### src/rtl/warp_issue_sched_pkg.sv
// Shared definitions for the warp issue scheduler: default warp count,
// warp ID width derivation and stall counter width.
package warp_issue_sched_pkg;

    localparam int NUM_WARPS_DEF = 8;
    localparam int STALL_CNT_W   = 16;

    function automatic int wid_width(input int n);
        return (n <= 2) ? 1 : $clog2(n);
    endfunction

endpackage

### src/rtl/warp_issue_sched_if.sv
// Issue-side bundle: ibuffer request/grant, flush, and the issue register handshake.
// master = upstream/downstream environment, slave = scheduler.
interface warp_issue_sched_if
    import warp_issue_sched_pkg::*;
#(
    parameter int NUM_WARPS = NUM_WARPS_DEF
);
    localparam int WID_W = wid_width(NUM_WARPS);

    logic [NUM_WARPS-1:0]   req_i;
    logic                   flush_i;
    logic [NUM_WARPS-1:0]   grt_o;
    logic                   issue_valid_o;
    logic [WID_W-1:0]       issue_wid_o;
    logic                   issue_ready_i;
    logic [STALL_CNT_W-1:0] issue_stall_cnt_o;

    modport master (
        output req_i, flush_i, issue_ready_i,
        input  grt_o, issue_valid_o, issue_wid_o, issue_stall_cnt_o
    );

    modport slave (
        input  req_i, flush_i, issue_ready_i,
        output grt_o, issue_valid_o, issue_wid_o, issue_stall_cnt_o
    );

endinterface

### src/rtl/warp_issue_sched_prio.sv
// Fixed-priority pick: isolates the lowest set bit of the request vector (LSB wins).
module fixed_prioritizer #(
    parameter int WIDTH = 8
) (
    input  logic [WIDTH-1:0] req_i,
    output logic [WIDTH-1:0] gnt_o
);

    assign gnt_o = req_i & (~req_i + WIDTH'(1));

endmodule

### src/rtl/warp_issue_sched.sv
// Round-robin warp issue scheduler feeding a single issue register.
// Optional stall statistics counter built when WARP_ISSUE_STATS_EN is defined.
module warp_issue_sched
    import warp_issue_sched_pkg::*;
#(
    parameter int NUM_WARPS = NUM_WARPS_DEF
) (
    input  logic               clk,
    input  logic               rst_n,
    warp_issue_sched_if.slave  bus
);

    localparam int WID_W = wid_width(NUM_WARPS);

    function automatic logic [WID_W-1:0] enc(input logic [NUM_WARPS-1:0] oh);
        logic [WID_W-1:0] r;
        r = '0;
        for (int i = 0; i < NUM_WARPS; i++) begin
            if (oh[i]) r = r | WID_W'(i);
        end
        return r;
    endfunction

    logic                 issue_valid_q, issue_valid_d;
    logic [WID_W-1:0]     issue_wid_q, issue_wid_d;
    logic [WID_W-1:0]     rr_ptr_q, rr_ptr_d;
    logic [NUM_WARPS-1:0] hi_mask, masked, pick_masked, pick_all, pick;
    logic                 can_load, load;

    always_comb begin
        hi_mask = '0;
        for (int i = 0; i < NUM_WARPS; i++) begin
            hi_mask[i] = (WID_W'(i) > rr_ptr_q);
        end
    end

    assign masked = bus.req_i & hi_mask;

    fixed_prioritizer #(.WIDTH(NUM_WARPS)) u_pri_masked (
        .req_i (masked),
        .gnt_o (pick_masked)
    );

    fixed_prioritizer #(.WIDTH(NUM_WARPS)) u_pri_all (
        .req_i (bus.req_i),
        .gnt_o (pick_all)
    );

    assign pick     = (|masked) ? pick_masked : pick_all;
    assign can_load = ~issue_valid_q | bus.issue_ready_i;
    // rst_n gates the pop so the ibuffer never loses an entry while reset is held
    assign load     = (|bus.req_i) & can_load & ~bus.flush_i & rst_n;
    assign bus.grt_o = load ? pick : '0;

    always_comb begin
        issue_valid_d = issue_valid_q;
        issue_wid_d   = issue_wid_q;
        rr_ptr_d      = rr_ptr_q;
        if (bus.flush_i) begin
            issue_valid_d = 1'b0;
        end else if (load) begin
            issue_valid_d = 1'b1;
            issue_wid_d   = enc(pick);
            rr_ptr_d      = enc(pick);
        end else if (bus.issue_ready_i) begin
            issue_valid_d = 1'b0;
        end
    end

`ifdef WARP_ISSUE_STATS_EN
    logic [STALL_CNT_W-1:0] stall_cnt_q, stall_cnt_d;

    always_comb begin
        stall_cnt_d = stall_cnt_q;
        if (issue_valid_q && !bus.issue_ready_i && !bus.flush_i && !(&stall_cnt_q)) begin
            stall_cnt_d = stall_cnt_q + STALL_CNT_W'(1);
        end
    end

    assign bus.issue_stall_cnt_o = stall_cnt_q;
`else
    assign bus.issue_stall_cnt_o = '0;
`endif

    always_ff @(posedge clk or negedge rst_n) begin
        if (!rst_n) begin
            issue_valid_q <= 1'b0;
            issue_wid_q   <= '0;
            rr_ptr_q      <= WID_W'(NUM_WARPS - 1);
`ifdef WARP_ISSUE_STATS_EN
            stall_cnt_q   <= '0;
`endif
        end else begin
            issue_valid_q <= issue_valid_d;
            issue_wid_q   <= issue_wid_d;
            rr_ptr_q      <= rr_ptr_d;
`ifdef WARP_ISSUE_STATS_EN
            stall_cnt_q   <= stall_cnt_d;
`endif
        end
    end

    assign bus.issue_valid_o = issue_valid_q;
    assign bus.issue_wid_o   = issue_wid_q;

endmodule

### src/flat_wrapper.sv
// flat-port wrapper written by rule: the top's interface ports become plain ports
module warp_issue_sched_flat import warp_issue_sched_pkg::*;
#(
    parameter int NUM_WARPS = NUM_WARPS_DEF
)
  (clk, rst_n, bus_req_i, bus_flush_i, bus_issue_ready_i, bus_grt_o, bus_issue_valid_o, bus_issue_wid_o, bus_issue_stall_cnt_o);
  warp_issue_sched_if #(.NUM_WARPS(NUM_WARPS)) bus_i ();
  input  logic clk;
  input  logic rst_n;
  input wire logic [$bits(bus_i.req_i)-1:0] bus_req_i;
  input wire logic [$bits(bus_i.flush_i)-1:0] bus_flush_i;
  input wire logic [$bits(bus_i.issue_ready_i)-1:0] bus_issue_ready_i;
  output wire logic [$bits(bus_i.grt_o)-1:0] bus_grt_o;
  output wire logic [$bits(bus_i.issue_valid_o)-1:0] bus_issue_valid_o;
  output wire logic [$bits(bus_i.issue_wid_o)-1:0] bus_issue_wid_o;
  output wire logic [$bits(bus_i.issue_stall_cnt_o)-1:0] bus_issue_stall_cnt_o;
  assign bus_i.req_i = bus_req_i;
  assign bus_i.flush_i = bus_flush_i;
  assign bus_i.issue_ready_i = bus_issue_ready_i;
  assign bus_grt_o = bus_i.grt_o;
  assign bus_issue_valid_o = bus_i.issue_valid_o;
  assign bus_issue_wid_o = bus_i.issue_wid_o;
  assign bus_issue_stall_cnt_o = bus_i.issue_stall_cnt_o;
  warp_issue_sched #(.NUM_WARPS(NUM_WARPS)) u_core (.clk(clk), .rst_n(rst_n), .bus(bus_i));
endmodule
### config.mk
export PLATFORM = sky130hd
export DESIGN_NAME = warp_issue_sched_flat
export DESIGN_NICKNAME = d
export VERILOG_FILES = /design/src/rtl/warp_issue_sched_pkg.sv /design/src/rtl/warp_issue_sched_if.sv /design/src/rtl/warp_issue_sched_prio.sv /design/src/rtl/warp_issue_sched.sv /design/src/flat_wrapper.sv
export SDC_FILE = /design/constraint.sdc
export NUM_CORES = 1
export LEC_CHECK = 0
export BUFFER_PORTS_ARGS = -buffer_cell sky130_fd_sc_hd__buf_2
export CAP_MARGIN = 15
export CORE_UTILIZATION = 46
export CTS_CLUSTER_DIAMETER = 120
export DETAILED_ROUTE_END_ITERATION = 8
export GPL_TIMING_DRIVEN = 0
export PLACE_DENSITY_LB_ADDON = 0.25
export SLEW_MARGIN = 20
export SYNTH_ARGS = -nofsm -noshare
export SYNTH_HDL_FRONTEND = slang
export SYNTH_SLANG_ARGS = --single-unit
export TNS_END_PERCENT = 5
### constraint.sdc
create_clock -name clk -period 2.23 [get_ports clk]
set_input_delay 0.223 -clock clk [delete_from_list [all_inputs] [get_ports clk]]
set_output_delay 0.223 -clock clk [all_outputs]
set_load 0.01 [all_outputs]
==> reports/metrics.yaml <==
wl_um: 2134
postCtsSetupBuffers: 0
skew_ns: 0.001839
reg2reg_slack_ns: 0.29
drive_above_1_share: 0.3907
power_density_mw_per_mm2: 933.8
die_h_um: 44.76
synth_top_family_by_area: "compound AO/OA/AOI/OAI gates"
holdPathStages: 2
period_minus_slack_ns: 2.194
rsz0062_at_grt: "yes"
firstDrtPassIters: 4
synth_edf_count: 0
end_kind: "output port"
gp_routability_congestion: 0.8895
synth_top_area_share: 0.1429
grt_max_degree: 11
drc: 0
synth.distinct_cells: 45
whs_ns: 0.1811
syn_avg_cell_area_sq_um: 7.785
start_kind: "flop"
synth_xor_area_frac: 0
multiInputGateArea_sq_um: 583.1
synthSimpleGateAreaFrac: 0.2679
dp_cells: 170
drt-initial-drc-count: 29
fmax_mhz: 455.7
ir_drop_v: 0.0005592
cts_tree: "yes"
cp.arrival_ns: 1.97
maxCapViolations: 0
ctsHtreeMaxLevel: 1
syn_area_sq_um: 840.8
cts_buffer_depth: 2
start_util: 0.4870
ys_ff_latch: 7
cts-root-buf: "clkbuf_4"
r2r_cells: 6
cts-buffers-inserted: 3
slew_violations: 0
finalHoldViolations: 0
r2r_start: "u_core.rr_ptr_q[1]$_DFFE_PN1P_"
die-area_sq_mm: 0.002003
syn2layout_area_growth_pct: 31.55
cts_sinks: 7
nets: 164
routedWlPerCell_um: 12.13
synth_compound_area_frac: 0.3289
vias_per_cell: 5.290
yosysTopAreaCell: "buf_4"
placementRows: 15
min_to: "u_core.bus.issue_valid_o$_DFFE_PN0P_"
reg2reg_to: "u_core.bus.issue_wid_o[2]$_DFFE_PN0P_"
ys.flop_type: "dfrtp_1"
port_buffers: 22
synth_area_leaders: "buf_4 (14%), dfrtp_1 (12%), dfstp_2 (9.4%), nor2_1 (7.6%), a21oi_1 (4.8%)"
clk_latency_ns: 0.25
critical_path_class: "flop to output port"
yosysWarnings: 0
hold_path.class: "input port to flop"
vias: 931
cts.clk_slew.worst_paths_ns: 0.05
synthArstFlopShare: 1.000
status: "completed"
ff_latch_area_sq_um: 178.9
synth.most_common_cell: "nor2_1"
cellLeakagePower_uw: 0.0005423
finalCritPeriodShare: 0.9841
ant_nets: 0
num-fill-cells: 169
min_from: "bus_flush_i"
fp.dieW_um: 44.76
yosys.area_share.adder: 0
grt_pass1_wl_um: 3443
antenna_found_initial: 0
grt_use_total: 0.2286
pin_count: 40
path_max_fanout: 10
setup_viol: 0
dpl.hpwl_um: 1616
diodes: 0
synth-seq-area-share: 0.2128
stdcell_count: 176
coreArea_sq_mm: 0.001727
grt_pass1_vias: 823
synth_common_cells: "nor2_1 (17), buf_4 (16), a21oi_1 (8), nand3_1 (6)"
worstPathRequired_ns: 2.01
postSynthCellCount: 108
grt-ovfl-total: 0
finalPower_uw: 1033
synth_mux_area_frac: 0
tns_ns: 0
flip-flops by register name, summed over array words and instances, names as in the netlist:
name                      cells
u_core.bus.issue_wid_o        3
u_core.rr_ptr_q               3
u_core.bus.issue_valid_o      1
cell usage in the layout, fill, tap and decap left out, types with 3 or more instances in the layout:
cell      count
dfstp_2       3
buf_4        16
buf_2        24
dfrtp_1       4
nor2_1       17
a21oi_1       8
o21ai_0       4
nand3_1       6
nand2b_1      3
clkbuf_4      3
inv_1         3
conb_1       16
worst max path at each step:
stage | end | cells past startpoint | slack, ns | from
after global routing | bus_grt_o[6] | 7 | -0.04 | u_core.rr_ptr_q[1]$_DFFE_PN1P_
after detailed placement | bus_grt_o[3] | 6 | 0.30 | bus_req_i[3]
final | bus_grt_o[2] | 6 | 0.04 | u_core.rr_ptr_q[1]$_DFFE_PN1P_
after global placement | bus_grt_o[3] | 6 | 0.32 | bus_req_i[3]
after floorplan | bus_grt_o[2] | 5 | 0.49 | u_core.rr_ptr_q[1]$_DFFE_PN1P_
after CTS | bus_grt_o[2] | 6 | 0.02 | u_core.rr_ptr_q[1]$_DFFE_PN1P_
kinds of logic after synthesis:
| logic type | after synthesis |
|---|---|
| simple gates | 44 |
| compound gates | 33 |
| buf+inv | 23 |
| flops | 7 |
| other cells | 1 |
metal layers:
metal	up-vias	wire length, um	track usage
met5	-	0	0
met4	0	14	0.06667
met3	2	149	0.03600
met2	40	1073	0.4147
met1	443	897	0.2775
li1	446	-	-
worst max-delay path, stage by stage, from the launching register on:
cell	delay (ns)
dfstp_2	0.53
buf_6	0.13
a21boi_0	0.14
o21ba_2	0.29
o41ai_4	0.33
and2_1	0.17
buf_2	0.12
power breakdown:
part	leakage, uW	internal, uW	switching [uW]
logic	0.000450	271	388
clock network	0.0000150	68.6	51.1
registers	0.0000774	202	52.7
total	0.000542	541	492
layout make-up:
type / count / area share
Buffer: 20 / 0.1312
Clock buffer: 4 / 0.02376
Inverter: 3 / 0.01018
Multi-Input combinational cell: 93 / 0.5271
Sequential cell: 7 / 0.1618
Tap cell: 25 / 0.02828
Timing Repair Buffer: 24 / 0.1176
stage by stage:
stage | instance area (sq um) | worst slack [ns] | utilization
2_1_floorplan | 897.1 | 0.4950 | -
3_3_place_gp | 1039 | 0.3199 | 0.6014
3_5_place_dp | 1039 | 0.2962 | 0.6014
4_1_cts | 1085 | 0.02112 | 0.6283
5_1_grt | 1106 | -0.03562 | 0.6406
6_report | 1106 | 0.03553 | 0.6406
repair_timing:
action	CTS	global route
hold buffers	2	0
gates resized for setup	0	4
hold endpoints to repair	4	0
endpoints found under the setup margin	0	8
No activity file was read; power rests on OpenSTA's default activity.
